## src/rtl/dm_arbiter_if.sv

```systemverilog
// Requester-side signal bundle for one dm_arbiter port.
// The master modport is the requester; the slave modport is the arbiter.
interface dm_arbiter_if;
  logic        req;
  logic        we;
  logic [15:0] addr;
  logic [1:0]  len;
  logic [31:0] wdata;
  logic        gnt;
  logic        beat;
  logic        rvalid;
  logic [31:0] rdata;
  logic        done;

  modport master (
    output req, we, addr, len, wdata,
    input  gnt, beat, rvalid, rdata, done
  );

  modport slave (
    input  req, we, addr, len, wdata,
    output gnt, beat, rvalid, rdata, done
  );
endinterface

```

## src/rtl/dm_arbiter.sv

```systemverilog
// Two-port round-robin burst arbiter in front of a single-port data memory.
// state | meaning
// IDLE  | no owner; sample requests, grant one, latch its burst parameters
// BURST | owner performs one memory beat per cycle until cnt reaches len
module dm_arbiter (
  input  logic          clk,
  input  logic          reset,
  dm_arbiter_if.slave   p0,
  dm_arbiter_if.slave   p1,
  output logic          MemWrite,
  output logic [15:0]   Addr,
  output logic [31:0]   WriteData,
  input  logic [31:0]   ReadData
);

  typedef enum logic {IDLE = 1'b0, BURST = 1'b1} state_t;

  state_t      state_q, state_d;
  logic        owner_q;
  logic        we_l;
  logic [15:2] base_l;
  logic [1:0]  len_l;
  logic [1:0]  cnt_q;
  logic        prio_q;
  logic [1:0]  rvalid_q;
  logic [1:0]  done_q;
  logic [31:0] rdata0_q;
  logic [31:0] rdata1_q;

  logic        grant;
  logic        gnt_port;
  logic        last_beat;
  logic        in_burst;
  logic [13:0] word_idx;
  logic        unused_addr_lsb;

  assign unused_addr_lsb = ^{p0.addr[1:0], p1.addr[1:0]};

  always_ff @(posedge clk) begin
    if (reset) state_q <= IDLE;
    else       state_q <= state_d;
  end

  always_comb begin
    state_d   = state_q;
    grant     = 1'b0;
    gnt_port  = prio_q;
    last_beat = 1'b0;
    case (state_q)
      IDLE: begin
        if (p0.req || p1.req) begin
          grant    = 1'b1;
          gnt_port = (p0.req && p1.req) ? prio_q : p1.req;
          state_d  = BURST;
        end
      end
      BURST: begin
        if (cnt_q == len_l) begin
          last_beat = 1'b1;
          state_d   = IDLE;
        end
      end
    endcase
  end

  always_ff @(posedge clk) begin
    if (reset) begin
      owner_q  <= 1'b0;
      we_l     <= 1'b0;
      base_l   <= '0;
      len_l    <= '0;
      cnt_q    <= '0;
      prio_q   <= 1'b0;
      rvalid_q <= '0;
      done_q   <= '0;
      rdata0_q <= '0;
      rdata1_q <= '0;
    end else begin
      rvalid_q <= '0;
      done_q   <= '0;
      if (grant) begin
        owner_q <= gnt_port;
        we_l    <= gnt_port ? p1.we : p0.we;
        base_l  <= gnt_port ? p1.addr[15:2] : p0.addr[15:2];
        len_l   <= gnt_port ? p1.len : p0.len;
        cnt_q   <= '0;
      end
      if (in_burst) begin
        if (!we_l) begin
          if (owner_q) rdata1_q <= ReadData;
          else         rdata0_q <= ReadData;
          rvalid_q[owner_q] <= 1'b1;
        end
        // The finishing port loses the next tie so neither side can starve.
        if (last_beat) begin
          done_q[owner_q] <= 1'b1;
          prio_q          <= ~owner_q;
        end else begin
          cnt_q <= cnt_q + 2'd1;
        end
      end
    end
  end

  assign in_burst  = (state_q == BURST);
  assign word_idx  = base_l + {12'd0, cnt_q};
  assign MemWrite  = in_burst && we_l;
  assign Addr      = in_burst ? {word_idx, 2'b00} : 16'h0000;
  assign WriteData = in_burst ? (owner_q ? p1.wdata : p0.wdata) : 32'h0;

  assign p0.gnt    = in_burst && !owner_q;
  assign p0.beat   = in_burst && !owner_q;
  assign p0.rvalid = rvalid_q[0];
  assign p0.rdata  = rdata0_q;
  assign p0.done   = done_q[0];

  assign p1.gnt    = in_burst && owner_q;
  assign p1.beat   = in_burst && owner_q;
  assign p1.rvalid = rvalid_q[1];
  assign p1.rdata  = rdata1_q;
  assign p1.done   = done_q[1];

endmodule

```

## src/flat_wrapper.sv

```systemverilog
// flat-port wrapper written by rule: the top's interface ports become plain ports
module dm_arbiter_flat 
  (clk, reset, MemWrite, Addr, WriteData, ReadData, p0_req, p0_we, p0_addr, p0_len, p0_wdata, p0_gnt, p0_beat, p0_rvalid, p0_rdata, p0_done, p1_req, p1_we, p1_addr, p1_len, p1_wdata, p1_gnt, p1_beat, p1_rvalid, p1_rdata, p1_done);
  dm_arbiter_if p0_i ();
  dm_arbiter_if p1_i ();
  input  logic clk;
  input  logic reset;
  output logic MemWrite;
  output logic [15:0] Addr;
  output logic [31:0] WriteData;
  input  logic [31:0] ReadData;
  input wire logic [$bits(p0_i.req)-1:0] p0_req;
  input wire logic [$bits(p0_i.we)-1:0] p0_we;
  input wire logic [$bits(p0_i.addr)-1:0] p0_addr;
  input wire logic [$bits(p0_i.len)-1:0] p0_len;
  input wire logic [$bits(p0_i.wdata)-1:0] p0_wdata;
  output wire logic [$bits(p0_i.gnt)-1:0] p0_gnt;
  output wire logic [$bits(p0_i.beat)-1:0] p0_beat;
  output wire logic [$bits(p0_i.rvalid)-1:0] p0_rvalid;
  output wire logic [$bits(p0_i.rdata)-1:0] p0_rdata;
  output wire logic [$bits(p0_i.done)-1:0] p0_done;
  input wire logic [$bits(p1_i.req)-1:0] p1_req;
  input wire logic [$bits(p1_i.we)-1:0] p1_we;
  input wire logic [$bits(p1_i.addr)-1:0] p1_addr;
  input wire logic [$bits(p1_i.len)-1:0] p1_len;
  input wire logic [$bits(p1_i.wdata)-1:0] p1_wdata;
  output wire logic [$bits(p1_i.gnt)-1:0] p1_gnt;
  output wire logic [$bits(p1_i.beat)-1:0] p1_beat;
  output wire logic [$bits(p1_i.rvalid)-1:0] p1_rvalid;
  output wire logic [$bits(p1_i.rdata)-1:0] p1_rdata;
  output wire logic [$bits(p1_i.done)-1:0] p1_done;
  assign p0_i.req = p0_req;
  assign p0_i.we = p0_we;
  assign p0_i.addr = p0_addr;
  assign p0_i.len = p0_len;
  assign p0_i.wdata = p0_wdata;
  assign p0_gnt = p0_i.gnt;
  assign p0_beat = p0_i.beat;
  assign p0_rvalid = p0_i.rvalid;
  assign p0_rdata = p0_i.rdata;
  assign p0_done = p0_i.done;
  assign p1_i.req = p1_req;
  assign p1_i.we = p1_we;
  assign p1_i.addr = p1_addr;
  assign p1_i.len = p1_len;
  assign p1_i.wdata = p1_wdata;
  assign p1_gnt = p1_i.gnt;
  assign p1_beat = p1_i.beat;
  assign p1_rvalid = p1_i.rvalid;
  assign p1_rdata = p1_i.rdata;
  assign p1_done = p1_i.done;
  dm_arbiter u_core (.clk(clk), .reset(reset), .p0(p0_i), .p1(p1_i), .MemWrite(MemWrite), .Addr(Addr), .WriteData(WriteData), .ReadData(ReadData));
endmodule
```

## config.mk

```make
export PLATFORM = sky130hd
export DESIGN_NAME = dm_arbiter_flat
export DESIGN_NICKNAME = d
export VERILOG_FILES = /design/src/rtl/dm_arbiter_if.sv /design/src/rtl/dm_arbiter.sv /design/src/flat_wrapper.sv
export SDC_FILE = /design/constraint.sdc
export NUM_CORES = 1
export LEC_CHECK = 0
export ABC_AREA = 1
export BUFFER_PORTS_ARGS = -buffer_cell sky130_fd_sc_hd__buf_2
export CAP_MARGIN = 20
export CORE_AREA = 2 2 101 103
export CTS_BUF_LIST = sky130_fd_sc_hd__clkbuf_4 sky130_fd_sc_hd__clkbuf_8
export CTS_CLUSTER_SIZE = 16
export DETAILED_ROUTE_END_ITERATION = 8
export DIE_AREA = 0 0 103 105
export PLACE_DENSITY = 0.83
export REMOVE_ABC_BUFFERS = 1
export SYNTH_ARGS = -nofsm -noshare
export SYNTH_HDL_FRONTEND = slang
export SYNTH_SLANG_ARGS = --single-unit
```

## constraint.sdc

```tcl
create_clock -name clk -period 2 [get_ports clk]
set_clock_uncertainty 0.1 [all_clocks]
set_input_delay 0.2 -clock clk [delete_from_list [all_inputs] [get_ports clk]]
set_output_delay 0.2 -clock clk [all_outputs]
set_load 0.02 [all_outputs]
```

# Word level (Yosys, flattened, before mapping)

Cells that the tools add are included.
Widths: inputs -> output; s select.

$add $sub $neg: 2
Multipliers: 0
Div/mod/pow operators: 0
Magnitude comparators: 2
Equality and inequality tests: 1
Shift-type cells: 0
Muxes and demuxes: 20
Bitwise operators: 4
Reduce and logical (&&, ||, !) cells: 12

Operators by type and width:

| cell                | number |
|---|---|
| $mux 32             | 2 |
| $mux 16             | 1 |
| $add 14x2->14       | 1 |
| $mux 14             | 1 |
| $mux 1              | 10 |
| $mux 2              | 4 |
| $reduce_and 3->1    | 2 |
| $reduce_or 3->1     | 2 |
| $logic_and 1x1->1   | 5 |
| $not 1->1           | 4 |
| $add 2x1->2 const B | 1 |
| $eq 2x2->1          | 1 |
| $lt 1x2->1 const B  | 1 |
| $pmux 1 s2          | 1 |
| $reduce_and 2->1    | 1 |
| $demux 1 s1         | 1 |
| $ge 1x1->1 const B  | 1 |
| $logic_not 1->1     | 1 |
| $logic_or 1x1->1    | 1 |

Bits in registers: 90
Bits in latches: 0
RAM bits: 0
ROM bits: 0
Bits of input ports: 138
Output and inout bits: 121
Logic and storage cells: 52
Memories: 0

# Logic depth before layout (Yosys ltp)

Gate-level depths: netlist (run 1).

Depth in word-level cells: 6
Depth in mapped cells: 10

# Worst setup path after synthesis (run 1)

No wires, ideal clock.

Path type: reg-to-output
Start point: reg u_core.cnt_q[0]
End point: out Addr[8]
Arrival: 1718 ps
Data required time: 1700 ps
Slack: -18 ps
Stages on the path, launching flop included: 8
Path buffers: 0
Cells stage by stage: dfxtp_1 -> ha_1 -> fa_1 -> nand2_1 -> nor2_1 -> nand2_1 -> inv_1 -> nor3_1

Longest elaborated chain between the ends: 2

RTL lines:

| what                   | RTL line          | source |
|---|---|---|
| start, declared        | dm_arbiter.sv:23  | `logic [1:0] cnt_q;` |
| start signal, assigned | dm_arbiter.sv:99  | `cnt_q <= cnt_q + 2'd1;` |
| $add 14x2->14          | dm_arbiter.sv:106 | `assign word_idx = base_l + {12'd0, cnt_q};` |
| $mux 16                | dm_arbiter.sv:108 | `assign Addr = in_burst ? {word_idx, 2'b00} : 16'h0000;` |
| end, declared          | flat_wrapper.sv:9 | `output logic [15:0] Addr;` |

Every way passes these cells.

# Worst setup path after layout (run 1)

Start point: reg u_core.cnt_q[0]
End point: out Addr[10]

The elaborated chain is that of the path after synthesis.

==> results.md, run 1 <==
- The flow ran to the end, but the final reports show violations.
- The checks that failed: setup timing.
- The startpoint identified for the worst register-to-register timing path is u_core.in_burst.
- The violation count after the first detailed-route iteration is 239.
- The detail route stage leaves a number of antenna-violating nets equal to 0.
- The first detailed-routing pass took 7 iterations.
- The met2 track demand over resource is 0.436.
- Counting flops with a built-in enable in the synthesized netlist gives 0.
- The share of total power dissipated in combinational logic is 0.302.
- The mean area per synthesized cell is between 7 and 8 sq um.
- The full die area is 0.0108 sq mm.
- The setup check on the worst reg-to-reg path leaves a slack of 310 ps.
- The sum of overflow across all layers after global routing is 0.
- The count of nets after finishing is about 1000.
- The congestion estimate from routability-driven global placement came to around 0.98.
- The number of design rule violations left after detail routing is 0.
- TritonCTS built the clock tree.
- For this design the ratio of total power to cell area is about 780 mW/mm^2.
- Setup repair after global routing could not meet its margin everywhere.
- The most common cell in the synthesized netlist is nor2_1.
- The number of violations of the max-capacitance limit is 0.
- In the global route stage, overall resource usage came out at 0.257.
- The count of endpoints failing setup in the final report is 10.
- Adding up every negative setup slack in the final design gives -1270 ps.
- The later pin in the worst-skew pair is clocked with a latency of 350 ps.
- The highest-utilization routing layer at the global route stage is met2.
- The detail-routed net length per standard cell is ~15 um.
- After synthesis the netlist holds a flip-flop and latch count of 90.
- The analysis attributes to net switching a power of 1.73 mW.
- The number of buffers on the longest clock path is 2.
- The share of total power in the clock network is 0.272.
- The worst setup path is captured at an output port.
- Entering global routing, the biggest net connects 70 pins.
- The met3 layer usage reported by global route is 0.0776.
- The worst-case headroom to the max-slew limit is 0.584.
- The initial utilization of the core area, before any placement, comes to 0.432.
- The top achievable clock speed is between 400 and 500 MHz.
- The detailed placement HPWL is 9420 um.
- The endpoint of the worst-slack reg-to-reg timing path is u_core.p0.rdata[29].
- The sequential power share is 0.426.
- Summing every instance area after synthesis gives 0.00417 sq mm.
- The class of the worst hold path is primary input to register.
- Synthesis instantiated 27 different standard cells from the library.
- The via count is around 5000.
- The number of buffers created by CTS is 9.
- The clock net sink count is 90.
- The final number of hold-violating endpoints is 0.
- The first global-routing pass estimated 22200 um of wire.
- The number of global-route vias before repair is between 4000 and 5000.
- The commonest cells after synthesis are nor2_1, dfxtp_1, o21ai_0, nand2_1, inv_1.
- The slew at the pin closest to its max-slew limit is about 620 ps.
- After layout, the worst setup slack is -215 ps.
- The number of buffers inserted by port buffering is about 250.
- In this run the worst path has a maximum fanout of 3.
- The proportion of netlist area held by the largest area contributor is 0.432.
- The final cycle utilization of the critical path is 1.11.
- The initial antenna violation count is 0.
- The most instantiated flip-flop cell in the synthesis netlist is dfxtp_1.
- Of the total power, the share spent switching nets is 0.355.
- In the synthesized netlist the async set-or-reset flop fraction comes to 0.
- From synthesis to final layout, the design area changed by 49.7%.
- The number of max-slew violations in the final report is 0.
- The warning count from the yosys run is 0.
- The tree is rooted in a clkbuf_8.
- Wires add up to around 15000 um.
- The leakage power figure is 3.34 nW.
- Ranked by total cell area, the synthesized netlist is headed by dfxtp_1, nor2_1, o21ai_0, a22o_1, nand2_1.
- The detailed-route vias per instance is 5.02.
- The cell-internal power is about 3.1 mW.
- The startpoint type of the worst setup path is a register.
- The clock-pin slew of the registers on the worst-case setup and hold paths is 100 ps.
- The arrival time of data at the critical path endpoint is around 1900 ps.
- The required time reported for the critical path endpoint is between 1500 and 2000 ps.
- The source of the worst hold timing path is ReadData[21].
- In the final layout, the share of cells above drive strength 1 is 0.366.
- For hold timing, the worst endpoint is u_core.p1.rdata[21].
- The die is around 110 um tall.
- The row count is 36.
- Counting I/O delays and the setup requirement, the final critical path takes roughly 2200 ps.
- 259 I/O pins were placed.
- The floorplan step set the die width to approximately 100 um.
- In the global route stage, met1 resource usage came out at 0.305.
- The deepest level of the CTS H-tree is 3.
- The worst-case vdd ir drop is 0.000673 V.
- After floorplanning, the core was sized to cover ~0.0096 sq mm.
- The critical path class is register to output port.
- After technology mapping, the gate count stands at a little under 600.
- Of the synthesized area, sequential elements account for 0.432.
- The count of cells along the worst hold path is 3.
- The core utilization of the finished layout is 0.647.
- Measured in cells, the most critical reg-to-reg path has a length of 6.
- The synthesized design spends more area on one cell type than any other, namely dfxtp_1.
- The repair_antennas step left the layout with diodes totalling 0.
routing by layer:
layer | routed length, um | up-vias
li1 | - | 2458
met1 | 5730 | 2299
met2 | 7200 | 247
met3 | 1420 | 37
met4 | 337 | 0
met5 | 0 | -
repair_timing:
action                                  CTS  global route
pin swaps                                10            11
endpoints found under the setup margin   11            43
hold buffers                             29             0
setup buffers                             1             1
gates cloned                              0             1
hold endpoints to repair                 37             0
resized for setup                        30            16
kinds of logic after synthesis:
family                     count (synthesis)  share of synthesized area
and+or+nand+nor                          283                      0.274
AOI/OAI and AO/OA                        130                      0.190
DFF                                       90                      0.432
buffers and inverters                     85                     0.0895
adders and majority gates                  3                     0.0108
xor gates and xnor gates                   1                    0.00210
other                                      1                   0.000900
cell type report:
cell class | count | area (sq um)
Multi-Input combinational cell | 419 | 2080
Tap cell | 133 | 166
Sequential cell | 90 | 1810
Clock buffer | 9 | 124
Fill cell | 834 | 3400
Inverter | 46 | 175
Timing Repair Buffer | 300 | 1790
Clock inverter | 7 | 95.1
flip-flops by register name, indices dropped and copies added (netlist names):
signal	flops
u_core.p0.rdata	32
u_core.len_l	2
u_core.we_l	1
u_core.cnt_q	2
u_core.p1.rdata	32
u_core.prio_q	1
u_core.rvalid_q	2
u_core.in_burst	1
u_core.base_l	14
u_core.owner_q	1
u_core.done_q	2
critical path, stage by stage, from the launching register on:
cell and delay, ps:
dfxtp_2 350, ha_4 160, fa_2 410, nand2_2 100, nor2_4 50, nand2_4 90, o21ai_0 80, nor2_1 150
buf_4 170
placed cells by master, fill, tap and decap left out, types with 3 or more instances in the layout:
| master | count |
|---|---|
| buf_2 | 241 |
| nor2_1 | 158 |
| dfxtp_1 | 86 |
| o21ai_0 | 72 |
| nand2_1 | 69 |
| inv_1 | 40 |
| nand3_1 | 37 |
| a22o_1 | 32 |
| dlygate4sd3_1 | 29 |
| buf_4 | 22 |
| a21oi_1 | 17 |
| clkbuf_8 | 9 |
| inv_2 | 5 |
| nor3_1 | 4 |
| o21ai_2 | 4 |
| buf_6 | 4 |
| nand2_2 | 3 |
| nor2_4 | 3 |
| nor2_2 | 3 |
| buf_12 | 3 |
| dfxtp_2 | 3 |
power groups by stage:
stage	Clock (mW)	Sequential (mW)	Combinational, mW
6_report	1.33	2.08	1.47
5_1_grt	1.45	2.10	1.61
4_1_cts	1.35	2.07	1.43
3_5_place_dp	0	2.10	1.37
3_3_place_gp	0	2.10	1.35
2_1_floorplan	0	2.25	0.651
how the worst max path moves through the flow:
| stage | start | to |
|---|---|---|
| 2_1_floorplan | u_core.in_burst | u_core.p0.rdata[0] |
| 3_3_place_gp | u_core.cnt_q[0] | Addr[12] |
| 3_5_place_dp | u_core.cnt_q[0] | Addr[12] |
| 4_1_cts | u_core.base_l[2] | Addr[12] |
| 5_1_grt | u_core.cnt_q[0] | Addr[10] |
| 6_report | u_core.cnt_q[0] | Addr[10] |
through the flow:
step           std cells  power (mW)  hold slack, ps  setup slack, ps  area [sq um]
6_report            1004        4.88            18.7             -215          6240
5_1_grt             1004        5.15            15.1             -323          6240
4_1_cts             1002        4.84            1.41             -203          6160
3_5_place_dp         956        3.47             339             59.6          5560
3_3_place_gp         956        3.44             334             70.0          5560
2_1_floorplan        555        2.90             169             -699          3970
No activity file was read; power rests on OpenSTA's default activity.
==> inputs of run 2 (changes only) <==
CORE_AREA = unset   (was 2 2 101 103)
CORE_UTILIZATION = 43   (was unset)
CTS_BUF_LIST = unset   (was sky130_fd_sc_hd__clkbuf_4 sky130_fd_sc_hd__clkbuf_8)
CTS_CLUSTER_SIZE = 24   (was 16)
DIE_AREA = unset   (was 0 0 103 105)
==> results.md, run 2 (synthesis results as in run 1) <==
- From synthesis to final layout, the design area changed by 49.5%.
- Of all nets on the critical path, the largest fanout is 3.
- The count of nets left with antenna violations once routing finished came out at 0.
- The class of the worst hold path is primary input to register.
- The tool flagged a number of max-cap violations equal to 0.
- Excluding fillers, the count of instances in the completed layout stands at 1005.
- The share of total power dissipated in the clock network is 0.266.
- The power per unit of standard cell area is slightly below 800 mW/mm^2.
- In this design, the critical path's most frequently occurring cell is nor2_4.
- The critical path class is register to output port.
- In this run the tightest slew margin relative to its limit is 0.608.
- The deepest level of the CTS H-tree is 3.
- The cell class contributing the biggest share of worst-path delay is adder cells.
- The checks that failed: setup timing.
- In this run the power spent charging and discharging nets is between 1.5 and 2 mW.
- The cell sitting at the root of the clock tree is a clkbuf_8.
- The die covers 0.0101 sq mm.
- The net count of the finished layout is 1011.
- The number of global-route vias before repair is around 4500.
- The number of design rule violations left after detail routing is 0.
- The number of gates on the worst path with buffers counted is 10.
- Together, buffers and inverters on the worst path number 1.
- The top achievable clock speed is approximately 460 MHz.
- The largest single stage delay on the critical path is 410 ps.
- Detailed routing inserted a total of roughly 5000 vias.
- In the global route stage, overall resource usage came out at 0.267.
- TritonCTS built the clock tree.
- The most common cell after layout, fill and taps aside is buf_2.
- The count of endpoints failing setup in the final report is 9.
- The endpoint of the worst hold path is u_core.base_l[8].
- After floorplanning, the core was sized to cover about 0.0093 sq mm.
- Walking the worst path, the cells encountered are ha_4, fa_2, nand2_2, nor2_4, nand2_4, nor2_4, nand3_2, nand2_1, nor2_1, buf_4.
- The slew at the pin closest to its max-slew limit is between 500 and 600 ps.
- For this block, the initial DRC count from the detailed router was 184.
- The slack of the worst reg-to-reg path is about 280 ps.
- The worst setup path is launched from a register.
- The routed design could run at a clock period as short as 2190 ps.
- At the worst endpoint, the arrival time is roughly 1900 ps.
- The sum of overflow across all layers after global routing is 0.
- The worst register-to-register path begins at u_core.in_burst.
- The die span in x is ~100 um.
- The number of cell instances on the worst register-to-register path is 8.
- The worst hold path begins at p1_addr[8].
- Internal power comes to 3.15 mW.
- The height of the chip is 100 um.
- The placer congestion estimate is between 0.8 and 0.9.
- In this run, placement finished with an instance count of ~950.
- The detail-routed net length per standard cell is approximately 14 um.
- Input and output buffers added on the ports amount to 252.
- The effective utilization at floorplan is 0.447.
- The worst setup slack after layout is -187 ps.
- The share of total power dissipated in combinational logic is 0.303.
- The number of buffers created by CTS is 9.
- The clock-pin slew of the registers on the worst-case setup and hold paths is ~90 ps.
- Detailed placement ended at an HPWL of ~9400 um.
- The ratio of cells with drive above 1 in the final layout is 0.363.
- Setup repair after global routing could not meet its margin everywhere.
- The first global-routing pass estimated 21300 um of wire.
- The switching share of total power is 0.346.
- The first-pass iteration count of the detailed router is 5.
- The post-layout total power is 4.82 mW.
- Dividing the final minimum period by the clock period gives 1.09.
- The worst-case vdd ir drop is approximately 0.00069 V.
- The endpoint kind of the worst setup timing path is an output port.
- The number of max-slew violations in the final report is 0.
- Entering global routing, the biggest net connects 70 pins.
- In this run the core area contains 35 standard-cell rows.
- The final number of hold-violating endpoints was 0.
- For the worst setup path, the data required time is roughly 1700 ps.
- The initial antenna violation count is 0.
- The endpoint of the worst-slack reg-to-reg timing path is u_core.base_l[10].
- The largest individual stage delay along the critical path comes from the cell fa_2.
- The aggregate routed wire length is approximately 14000 um.
- The run finished, with violations left.
- The cell area reported after detailed placement is between 0.005 and 0.006 sq mm.
- Using the TritonRoute via totals, the vias-per-cell ratio works out to between 4 and 5.
- The sequential power share is 0.431.
- At the later pin of the worst-skew pair, clock insertion delay measures about 340 ps.
- The core utilization of the finished layout is 0.668.
- Leaving out fill and tap cells, the most frequent cells in the layout are buf_2, nor2_1, dfxtp_1.
- For this design, the sink count on the clock tree is 90.
- The number of buffers on the longest clock path is 2.
- Counting instances, the worst hold path has a depth of 5.
- In this run the count of I/O pins placed on the die edge is ~260.
- The finished cells cover just over 0.006 sq mm.
- The leakage power figure is roughly 3.3 nW.
- The worst hold margin is about 48 ps.
## run 2: area by class of cell
class                   instances  area (sq um)
flip-flops and latches         90          1810
clock buffers                  10           138
repair buffers                304          1810
fillers                       769          3100
diodes                          1          2.50
well taps                     129           161
multi-input cells             419          2060
clock inverters                 6          72.6
inverters                      46           173
## run 2: stage by stage
| step | setup WS, ps | TNS [ps] |
|---|---|---|
| after CTS | -204 | -1110 |
| after global placement | 55.8 | 0 |
| final | -187 | -1150 |
| after global routing | -301 | -2340 |
| after detailed placement | -0.377 | -0.377 |
| after floorplan | -699 | -30130 |
## run 2: per-layer routing
metal | track usage | routed length, um
met3 | 0.0738 | 1230
met4 | 0.0691 | 189
met5 | 0 | 0
met2 | 0.432 | 6620
met1 | 0.352 | 6050
## run 2: worst max-delay path by stage
| stage | startpoint | to |
|---|---|---|
| after floorplan | u_core.in_burst | u_core.p0.rdata[0] |
| after global placement | u_core.cnt_q[0] | Addr[14] |
| after detailed placement | u_core.cnt_q[0] | Addr[14] |
| after CTS | u_core.base_l[2] | Addr[12] |
| after global routing | u_core.cnt_q[1] | Addr[9] |
| final | u_core.base_l[2] | Addr[14] |
## run 2: power groups by stage
stage	clock network [mW]	registers (mW)	logic [mW]
after floorplan	0	2.25	0.651
after global placement	0	2.10	1.35
after detailed placement	0	2.10	1.36
after CTS	1.31	2.07	1.43
after global routing	1.40	2.10	1.59
final	1.28	2.08	1.46
## run 2: timing repair
action | 4_1_cts | 5_1_grt
endpoints found under the hold margin | 34 | 0
pin swaps | 11 | 12
endpoints found under the setup margin | 10 | 20
setup buffers | 2 | 3
resized for setup | 25 | 19
hold buffers | 32 | 0
## run 2: worst reg2reg max path: cells and delay by family, from the launching register on
| kind | cells | cell delay [ps] |
|---|---|---|
| simple gates | 5 | 650 |
| buf+inv | 2 | 290 |
| flops | 1 | 390 |
| compound gates | 1 | 200 |
==> inputs of run 3 (changes only) <==
ABC_AREA = unset   (was 1)
CORE_UTILIZATION = 44   (was 43)
PLACE_DENSITY = 0.84   (was 0.83)
==> results.md, run 3 <==
- The placer congestion estimate is 0.857.
- The initial antenna violation count is 0.
- The synthesized instance count is about 540.
- Setup repair after global routing could not meet its margin everywhere.
- Data on the critical path arrives at its endpoint at approximately 2000 ps.
- The completed layout was analyzed and its total power is 4.88 mW.
- The final reports fail on setup timing.
- Headroom to the max-slew limit came out at 0.426.
- The biggest area consumer among synthesized cells is dfxtp_1.
- Of all flip-flops after synthesis, the portion carrying an async set or reset was 0.
- The most instantiated flip-flop cell in the synthesis netlist is dfxtp_1.
- The full die area is 0.0105 sq mm.
- Across every metal layer, demand over resource in global routing totals 0.274.
- The root buffer cell chosen for the clock tree is clkbuf_8.
- The most common cell after layout, fill and taps aside is buf_2.
- The violation count after the first detailed-route iteration is 176.
- Static timing analysis puts the maximum clock frequency at roughly 440 MHz.
- In the final routed layout, each cell accounts on average for 15.5 um.
- The effective utilization at floorplan is 0.455.
- The detailed-routed wire length on met3 is between 1000 and 1500 um.
- The longest clock path from root to sink contains 2 buffers.
- The leakage power figure is 3.05 nW.
- The antenna diode count is 0.
- The tool flagged a number of max-cap violations equal to 0.
- The first detailed-routing pass took 4 iterations.
- The flow ran to the end, but the final reports show violations.
- The standard cell core area is 0.00977 sq mm.
- Summed over all layers, the routed wires come to 14900 um.
- Along the worst path, the maximum fanout reaches 3.
- The startpoint type of the worst setup path is a register.
- The CTS tree is built.
- The met2 wirelength from detailed routing is around 7500 um.
- The number of max-slew violations in the final report is 0.
- The most frequent cell after synthesis is nand2_1.
- The sum of overflow across all layers after global routing is 0.
- The top cell types in the final layout, fill and taps aside, are buf_2, nand2_1, a21oi_1.
- On the final layout, the worst hold slack is between 60 and 70 ps.
- In this run the tool buffered the top-level ports with about 250 buffer cells.
- The wire length on met1 is 6060 um.
- The number of global-route vias before repair was approximately 4600.
- Counting the buffers created by CTS gives 9.
- The first-pass GRT wire length is roughly 22000 um.
- The clock period minus final worst setup slack is about 2300 ps.
- The H-tree was split into 3 levels.
- The power per unit of standard cell area is around 740 mW/mm^2.
- The worst-case vdd ir drop is between 0.0003 and 0.0004 V.
- The uppermost layer routed is met4.
- The final number of hold-violating endpoints came to 0.
- In the post-route analysis, the smallest setup slack over all paths is -279 ps.
- The detailed placement HPWL is ~9400 um.
- The total of flip-flops plus latches after synthesis is 90.
- The required time reported for the critical path endpoint is 1700 ps.
- The clock net sink count is 90.
- Sorting the synthesized cells by how often they occur yields nand2_1, dfxtp_1, a21oi_1, nor2b_1, mux2i_1.
- The count of nets after finishing is between 900 and 1000.
- After clock tree synthesis, the clock-pin slew on the worst setup and hold paths is about 90 ps.
- The cell area reported after detailed placement is slightly below 0.006 sq mm.
- The portion of the post-synthesis area used by sequential elements is 0.405.
- The endpoint kind of the worst setup timing path is an output port.
- Pin placement for this block handled ~260 I/O pins.
- In this run the remaining antenna-violating nets after routing total 0.
- At the later pin of the worst-skew pair, clock insertion delay measures between 300 and 400 ps.
- In the routed layout, each cell is associated on average with a via count of a little over 5.
- The proportion of netlist area held by the largest area contributor is 0.405.
- Prior to clock tree synthesis, the placed netlist has a worst setup slack of -50.1 ps.
- In this run the worst hold path is classified as primary input to register.
- The worst setup path is of the register to output port kind.
- The netlist area before placement is around 0.0044 sq mm.
- The row count is 36.
- Setup violations remaining at the end of the flow were counted as 12.
- With fillers left out, the area of the finished cells amounts to about 0.0066 sq mm.
- The mean area per synthesized cell is 8.17 sq um.
- The height of the chip is 103 um.
- Ranked by total cell area, the synthesized netlist is headed by dfxtp_1, nand2_1, a21oi_1, mux2i_1, nor2b_1.
- Of the available clock period, the critical path in the final layout requires 1.14.
- The number of enable-type register cells in the synthesized netlist is 0.
- For this run, the number of Yosys warnings is 0.
- The pin count of the biggest net entering global routing is 38.
- The routed layout has slightly below 5000 vias.
- The slew at the pin closest to its max-slew limit is 861 ps.
- Of the cells placed in the final design, the portion with a size suffix greater than 1 is 0.405.
- The die span in x is between 100 and 150 um.
- For this run, design rule violations remaining after detail routing come to 0.
- Relative to the synthesized area, the layout overhead comes to 48.8%.
- Yosys mapped the design onto 44 distinct sky130hd cell types.
==> run 3: cell count changes after synthesis, moves of 33 or more <==
cell	previous run	this run
nand3_1	38	5
nand2_1	73	130
nor2b_1	0	33
a21oi_1	19	84
o21ai_0	75	3
nor2_1	161	21
==> run 3: final cells by class <==
type,count,area (sq um)
Timing Repair Buffer,307,1870
Tap cell,133,166
Clock inverter,7,98.8
Sequential cell,90,1820
Clock buffer,9,124
Fill cell,753,3160
Inverter,21,78.8
Multi-Input combinational cell,390,2460
==> run 3: per-layer routing <==
layer | GRT usage | vias to the layer above
met3 | 0.0651 | 22
li1 | - | 2354
met2 | 0.488 | 235
met1 | 0.324 | 2242
met4 | 0.0890 | 0
met5 | 0 | -
==> run 3: path summary, 6_finish.rpt <==
check / start / to / slack (ps) / cells after the start
setup / recovery: u_core.base_l[2] / Addr[10] / -280 / 7
hold / removal: p1_len[1] / u_core.len_l[1] / 60 / 3
setup reg to reg: u_core.in_burst / u_core.base_l[2] / 320 / 2
hold reg to reg: u_core.p1.rdata[21] / u_core.p1.rdata[21] / 350 / 2
==> run 3: kinds of logic (layout without fill, tap and decap cells) <==
kind of cell,after synthesis,count (layout),share of synthesized area
and+or+nand+nor,228,228,0.246
AOI/OAI and AO/OA,113,113,0.171
DFF,90,90,0.405
adders and majority gates,3,3,0.0101
other,1,2,0.000844
muxes,32,32,0.0721
xor gates and xnor gates,12,12,0.0236
buffers and inverters,65,344,0.0709
==> run 3: power breakdown <==
group	leakage, nW	internal (mW)	switching, mW
Clock	0.110	0.713	0.674
Combinational	2.21	0.599	0.837
Sequential	0.738	1.93	0.123
Total	3.05	3.24	1.63
==> run 3: repair_timing <==
action	CTS	global route
setup buffers	4	2
pin swaps	14	13
hold buffers	33	0
setup endpoints to repair	12	13
endpoints found under the hold margin	63	0
gates resized for setup	41	11
==> run 3: metrics by stage <==
stage	setup TNS [ps]	std cells	utilization
after floorplan	-60020	501	-
after global placement	-31.8	903	0.595
after detailed placement	-90.6	903	0.595
after CTS	-1930	956	0.671
after global routing	-3630	957	0.677
final	-2580	957	0.677
==> run 3: critical path, stage by stage (launching register included) <==
cell and delay [ps]:
dfxtp_2 350, ha_4 170, fa_2 440, and4_4 180, nand4_1 100, xnor2_1 120, and2_1 160, buf_6 120
